<file path="src/rtl/pipeline_dec_skid.sv">
// Two-entry skid buffer between decode and execute. All state moves on the falling clock edge.
// Handshake outputs come from registered state only. An empty stage drives a NOP bubble.
module pipeline_dec_skid #(
  parameter int unsigned XLEN       = 32,
  parameter logic [6:0]  NOP_OPCODE = 7'h13,
  parameter int unsigned CNT_W      = 16
) (
  input  logic                   clk,
  input  logic                   rst_n,
  input  logic                   flush,
  input  logic                   in_valid,
  output logic                   in_ready,
  // 32 bits of instruction fields, then imm, rs1_data, rs2_data, pc (XLEN each)
  input  logic [32+4*XLEN-1:0]   dec_in,
  output logic                   out_valid,
  input  logic                   out_ready,
  output logic [32+4*XLEN-1:0]   dec_out,
  output logic [CNT_W-1:0]       stall_cnt
);

  localparam int unsigned PW = 32 + 4 * XLEN;

  localparam logic [1:0] ST_EMPTY = 2'd0;
  localparam logic [1:0] ST_ONE   = 2'd1;
  localparam logic [1:0] ST_FULL  = 2'd2;

  localparam logic [PW-1:0] BUBBLE = {{(PW - 7){1'b0}}, NOP_OPCODE};

  logic [1:0]       state_q, state_d;
  logic [PW-1:0]    m_q, s_q;
  logic [CNT_W-1:0] stall_cnt_q;

  logic in_fire, out_fire;
  logic m_load_in, m_load_s, s_load;

  assign in_ready  = (state_q != ST_FULL);
  assign out_valid = (state_q != ST_EMPTY);
  assign in_fire   = in_valid & in_ready;
  assign out_fire  = out_valid & out_ready;

  always_comb begin
    state_d   = state_q;
    m_load_in = 1'b0;
    m_load_s  = 1'b0;
    s_load    = 1'b0;
    if (flush) begin
      state_d = ST_EMPTY;
    end else begin
      case (state_q)
        ST_EMPTY: begin
          if (in_fire) begin
            state_d   = ST_ONE;
            m_load_in = 1'b1;
          end
        end
        ST_ONE: begin
          if (in_fire && !out_fire) begin
            state_d = ST_FULL;
            s_load  = 1'b1;
          end else if (in_fire && out_fire) begin
            m_load_in = 1'b1;
          end else if (out_fire) begin
            state_d = ST_EMPTY;
          end
        end
        ST_FULL: begin
          if (out_fire) begin
            state_d  = ST_ONE;
            m_load_s = 1'b1;
          end
        end
        default: state_d = ST_EMPTY;
      endcase
    end
  end

  always_ff @(negedge clk or negedge rst_n) begin
    if (!rst_n) begin
      state_q <= ST_EMPTY;
    end else begin
      state_q <= state_d;
    end
  end

  // Payload storage needs no reset: contents are invisible while the entry is invalid.
  always_ff @(negedge clk) begin
    if (m_load_in) begin
      m_q <= dec_in;
    end else if (m_load_s) begin
      m_q <= s_q;
    end
    if (s_load) begin
      s_q <= dec_in;
    end
  end

  // Saturating back-pressure counter; deliberately survives flush.
  always_ff @(negedge clk or negedge rst_n) begin
    if (!rst_n) begin
      stall_cnt_q <= '0;
    end else if (out_valid && !out_ready && (stall_cnt_q != {CNT_W{1'b1}})) begin
      stall_cnt_q <= stall_cnt_q + CNT_W'(1);
    end
  end

  assign stall_cnt = stall_cnt_q;
  assign dec_out   = out_valid ? m_q : BUBBLE;

endmodule

</file>
<file path="config.mk">
export PLATFORM = sky130hd
export DESIGN_NAME = pipeline_dec_skid
export DESIGN_NICKNAME = d
export VERILOG_FILES = /design/src/rtl/pipeline_dec_skid.sv
export SDC_FILE = /design/constraint.sdc
export NUM_CORES = 1
export LEC_CHECK = 0
export BUFFER_PORTS_ARGS = -buffer_cell sky130_fd_sc_hd__buf_4
export CAP_MARGIN = 5
export CELL_PAD_IN_SITES_DETAIL_PLACEMENT = 0
export CELL_PAD_IN_SITES_GLOBAL_PLACEMENT = 1
export CORE_UTILIZATION = 44
export DETAILED_ROUTE_END_ITERATION = 6
export PLACE_DENSITY = 0.86
export SLEW_MARGIN = 20
export SYNTH_ARGS = -nofsm -noshare
export SYNTH_HDL_FRONTEND = slang
export SYNTH_SLANG_ARGS = --single-unit
</file>
<file path="constraint.sdc">
create_clock -name clk -period 16.1 [get_ports clk]
set_input_delay 3.22 -clock clk [delete_from_list [all_inputs] [get_ports clk]]
set_output_delay 3.22 -clock clk [all_outputs]
set_load 0.01 [all_outputs]
</file>
==> summary.md <==
| Metric | Value |
|---|---|
| Sequential area share after synthesis | `0.744` |
| Routed WL | `roughly 31 mm` |
| Crit path max-delay cell type | `clkinv_2` |
| CP endpoint kind | `primary output` |
| Buf/Inv on CP | `3` |
| Reg2reg setup slack | `~14000 ps` |
| Hold crit path type | `reg2reg` |
| Root buf cell | `clkbuf_16` |
| CTS tree | `yes` |
| Yosys warns | `0` |
| First-pass GRT wire length | `46.9 mm` |
| Post-CTS Setup Bufs | `0` |
| Sw Share | `0.273` |
| Die area | `~0.031 mm^2` |
| Via-to-Cell Ratio | `roughly 4.8` |
| Mapped Nets | `~930` |
| Pint | `approximately 1.8 mW` |
| Post-CTS Resized | `0` |
| P_sw | `between 0.6 and 0.7 mW` |
| RSZ-0062 raised after global routing | `no` |
| Port-buffer cells | `342` |
| Worst setup path startpoint | `state_q[1]` |
| CP delay by family, top | `buffers and inverters` |
| DRT antenna net count | `0` |
| Gpl congestion | `0.850` |
| GRT Overall Usage | `0.194` |
| DRC viols | `0` |
| Core box area | `between 0.02 and 0.03 mm^2` |
| Clock network fraction of design power | `0.498` |
| 1st-pass router iterations | `5` |
| Maximum vdd drop | `102 uV` |
| Syn avg cell area | `approximately 18 um^2` |
| Pwr/cell area | `~130 mW/mm^2` |
| Yosys top cell by area | `edfxtp_1` |
| Dpl cell area | `0.0165 mm^2` |
| Final TNS setup | `0 ps` |
| Worst EP arrival | `~11000 ps` |
| Die extent in x | `roughly 180 um` |
| Initial Utilization | `0.451` |
| Nets | `~1600` |
| Initial antenna violation count | `3` |
| CP max stage delay | `780 ps` |
| Crit start category | `flop` |
| Pleak | `around 8.6 nW` |
| Crit Path Class | `reg2out` |
| End point of the critical path | `dec_out[108]` |
| CTS buffer count | `39` |
| Iteration-0 DRC count of the detailed router | `approximately 360` |
| Via count | `between 8000 and 9000` |
| Max-slew violation count | `0` |
| Synth top area share | `0.711` |
| Reg-to-reg endpoint | `m_q[46]` |
| Hold Slack | `around 440 ps` |
| Max Buffers Root-to-Sink | `3` |
| Utilization after layout | `0.635` |
| Worst rel slew slack | `0.290` |
| Crit path cell chain | `nor2_1, clkinv_2, buf_4, and2_1, buf_4` |
| Area growth from synthesis to layout | `40.7%` |
| # hold bufs at CTS | `0` |
| Final Cell Area | `approximately 0.019 mm^2` |
| #FFs+latches synth | `roughly 340` |
| Maximum fanout along the worst path | `around 80` |
| # IOs | `between 300 and 400` |
| Logic pwr share | `0.084` |
| Reg power frac | `0.418` |
| Largest net degree at the start of global routing | `about 160` |
| Vias in the first global route | `a little under 10000` |
| Routed len/inst | `around 17 um` |
| Yosys cell types | `37` |
| WP data required | `~13000 ps` |
| Worst-margin pin slew | `about 1100 ps` |
| Area of the mapped netlist | `roughly 0.014 mm^2` |
| Row cnt | `63` |
| Synth area leaders | `edfxtp_1 (71%), mux2_2 (13%), and2_1 (7.3%)` |
| Final Hold Fails | `0` |
| Worst clock skew | `approximately 76 ps` |
| Most used cell, CP | `buf_4` |
| Synth Instances | `roughly 760` |
| Status | `finished, final reports clean` |
| Total power | `around 2.4 mW` |
| FF-to-FF Start | `state_q[1]` |
| Worst-path clk slew | `~50 ps` |
| Max Cap Violations | `0` |
| Grt ovf | `0` |
| Dpl hpwl | `between 15 and 20 mm` |
| Height of the die | `177 um` |
| Clock sinks | `~340` |
| Skew-Pair Late Insertion Delay | `roughly 590 ps` |
| H-tree depth | `2` |
| Share of cells above drive strength 1 | `0.384` |
| Final setup fails | `0` |
| Path depth of the worst reg2reg path | `4` |
| Crit. path cell count | `5` |
## synthesized netlist by cell type
| master | count |
|---|---|
| a211oi_1 | 1 |
| nor3b_1 | 1 |
| o311ai_0 | 2 |
| nand3_1 | 1 |
| o2111ai_1 | 3 |
| buf_2 | 6 |
| nand2b_1 | 5 |
| mux2_2 | 152 |
| nand3b_1 | 1 |
| nand4_1 | 5 |
| xnor2_1 | 8 |
| and4_1 | 3 |
| xor2_1 | 4 |
| ha_1 | 1 |
| a41oi_1 | 1 |
| o21ai_0 | 2 |
| buf_6 | 1 |
| dfrtn_1 | 18 |
| a31oi_1 | 1 |
| inv_1 | 2 |
| o21ba_2 | 1 |
| o211ai_1 | 1 |
| and3_1 | 4 |
| and2_1 | 158 |
| edfxtp_1 | 320 |
| nor3_1 | 4 |
| o21a_1 | 1 |
| nand3b_2 | 1 |
| nand2_1 | 7 |
| buf_4 | 10 |
| a21oi_1 | 4 |
| mux2_1 | 9 |
| nor2_1 | 4 |
| clkbuf_1 | 17 |
| and4b_1 | 1 |
| and2b_1 | 1 |
| o22a_1 | 1 |
## kinds of logic (layout without fill, tap and decap cells)
kind of cell / count (synthesis) / count (layout) / synth area share
compound gates: 18 / 18 / 0.00963
xor+xnor: 12 / 12 / 0.00777
fa+ha+maj: 1 / 1 / 0.000925
buf+inv: 36 / 737 / 0.0139
flops: 338 / 338 / 0.744
mux: 161 / 161 / 0.134
other cells: 0 / 2 / 0
simple gates: 196 / 196 / 0.0897
## state kept, by name, summed over array words and instances, names as in the netlist
name	count
m_q	160
s_q	160
stall_cnt	16
state_q	2
## layer usage
layer | vias to the layer above | share of wire | track usage
li1 | 4214 | - | -
met1 | 4255 | 0.38 | 0.199
met2 | 300 | 0.51 | 0.311
met3 | 59 | 0.084 | 0.102
met4 | 2 | 0.027 | 0.120
met5 | - | 0.00038 | 0
## worst min path at each step
| stage | start | to | slack, ps | depth (start not counted) |
|---|---|---|---|---|
| floorplan | stall_cnt[14] | stall_cnt[14] | 460 | 1 |
| global placement | stall_cnt[14] | stall_cnt[14] | 440 | 1 |
| detailed placement | stall_cnt[14] | stall_cnt[14] | 440 | 1 |
| CTS | stall_cnt[14] | stall_cnt[14] | 440 | 1 |
| global route | stall_cnt[14] | stall_cnt[14] | 460 | 1 |
| finish | stall_cnt[14] | stall_cnt[14] | 440 | 1 |
## power groups by stage
stage | sequential [mW] | combinational (mW) | clock (mW)
2_1_floorplan | 1.03 | 0.0970 | 0.118
3_3_place_gp | 1.03 | 0.203 | 0.118
3_5_place_dp | 1.03 | 0.207 | 0.118
4_1_cts | 1.02 | 0.208 | 1.26
5_1_grt | 1.02 | 0.222 | 1.36
6_report | 1.02 | 0.205 | 1.22
## per-stage QoR
| stage | setup WS [ps] | std cells |
|---|---|---|
| after floorplan | 105 | 762 |
| after global placement | 2480 | 1465 |
| after detailed placement | 2360 | 1465 |
| after CTS | 1820 | 1853 |
| after global routing | 1560 | 1855 |
| final | 1900 | 1855 |
## cells in the final DEF (no fill, tap or decap), drive strengths merged, types with 2 or more instances in the layout
| cell type | netlist | routed |
|---|---|---|
| xnor2 | 8 | 8 |
| dfrtn | 18 | 18 |
| nand2 | 7 | 7 |
| o2111ai | 3 | 3 |
| xor2 | 4 | 4 |
| inv | 2 | 331 |
| and4 | 3 | 3 |
| nand3b | 2 | 2 |
| clkinv | 0 | 3 |
| nand2b | 5 | 5 |
| mux2 | 161 | 161 |
| diode | 0 | 2 |
| clkbuf | 17 | 41 |
| o311ai | 2 | 2 |
| clkinvlp | 0 | 8 |
| o21ai | 2 | 2 |
| and2 | 158 | 158 |
| nor3 | 4 | 4 |
| buf | 17 | 347 |
| nand4 | 5 | 5 |
| bufinv | 0 | 7 |
| edfxtp | 320 | 320 |
| and3 | 4 | 4 |
| a21oi | 4 | 4 |
| nor2 | 4 | 4 |
## area by class of cell
class,instances,area (um^2)
clock inverter,348,1510
multi-input combinational,388,3300
fill,2287,10900
sequential,338,10100
timing repair buffer,347,2640
antenna,2,5.00
clock buffer,41,1000
tap,390,488
inverter,1,5.00
Note: power is estimated with default switching activity, not from simulation.
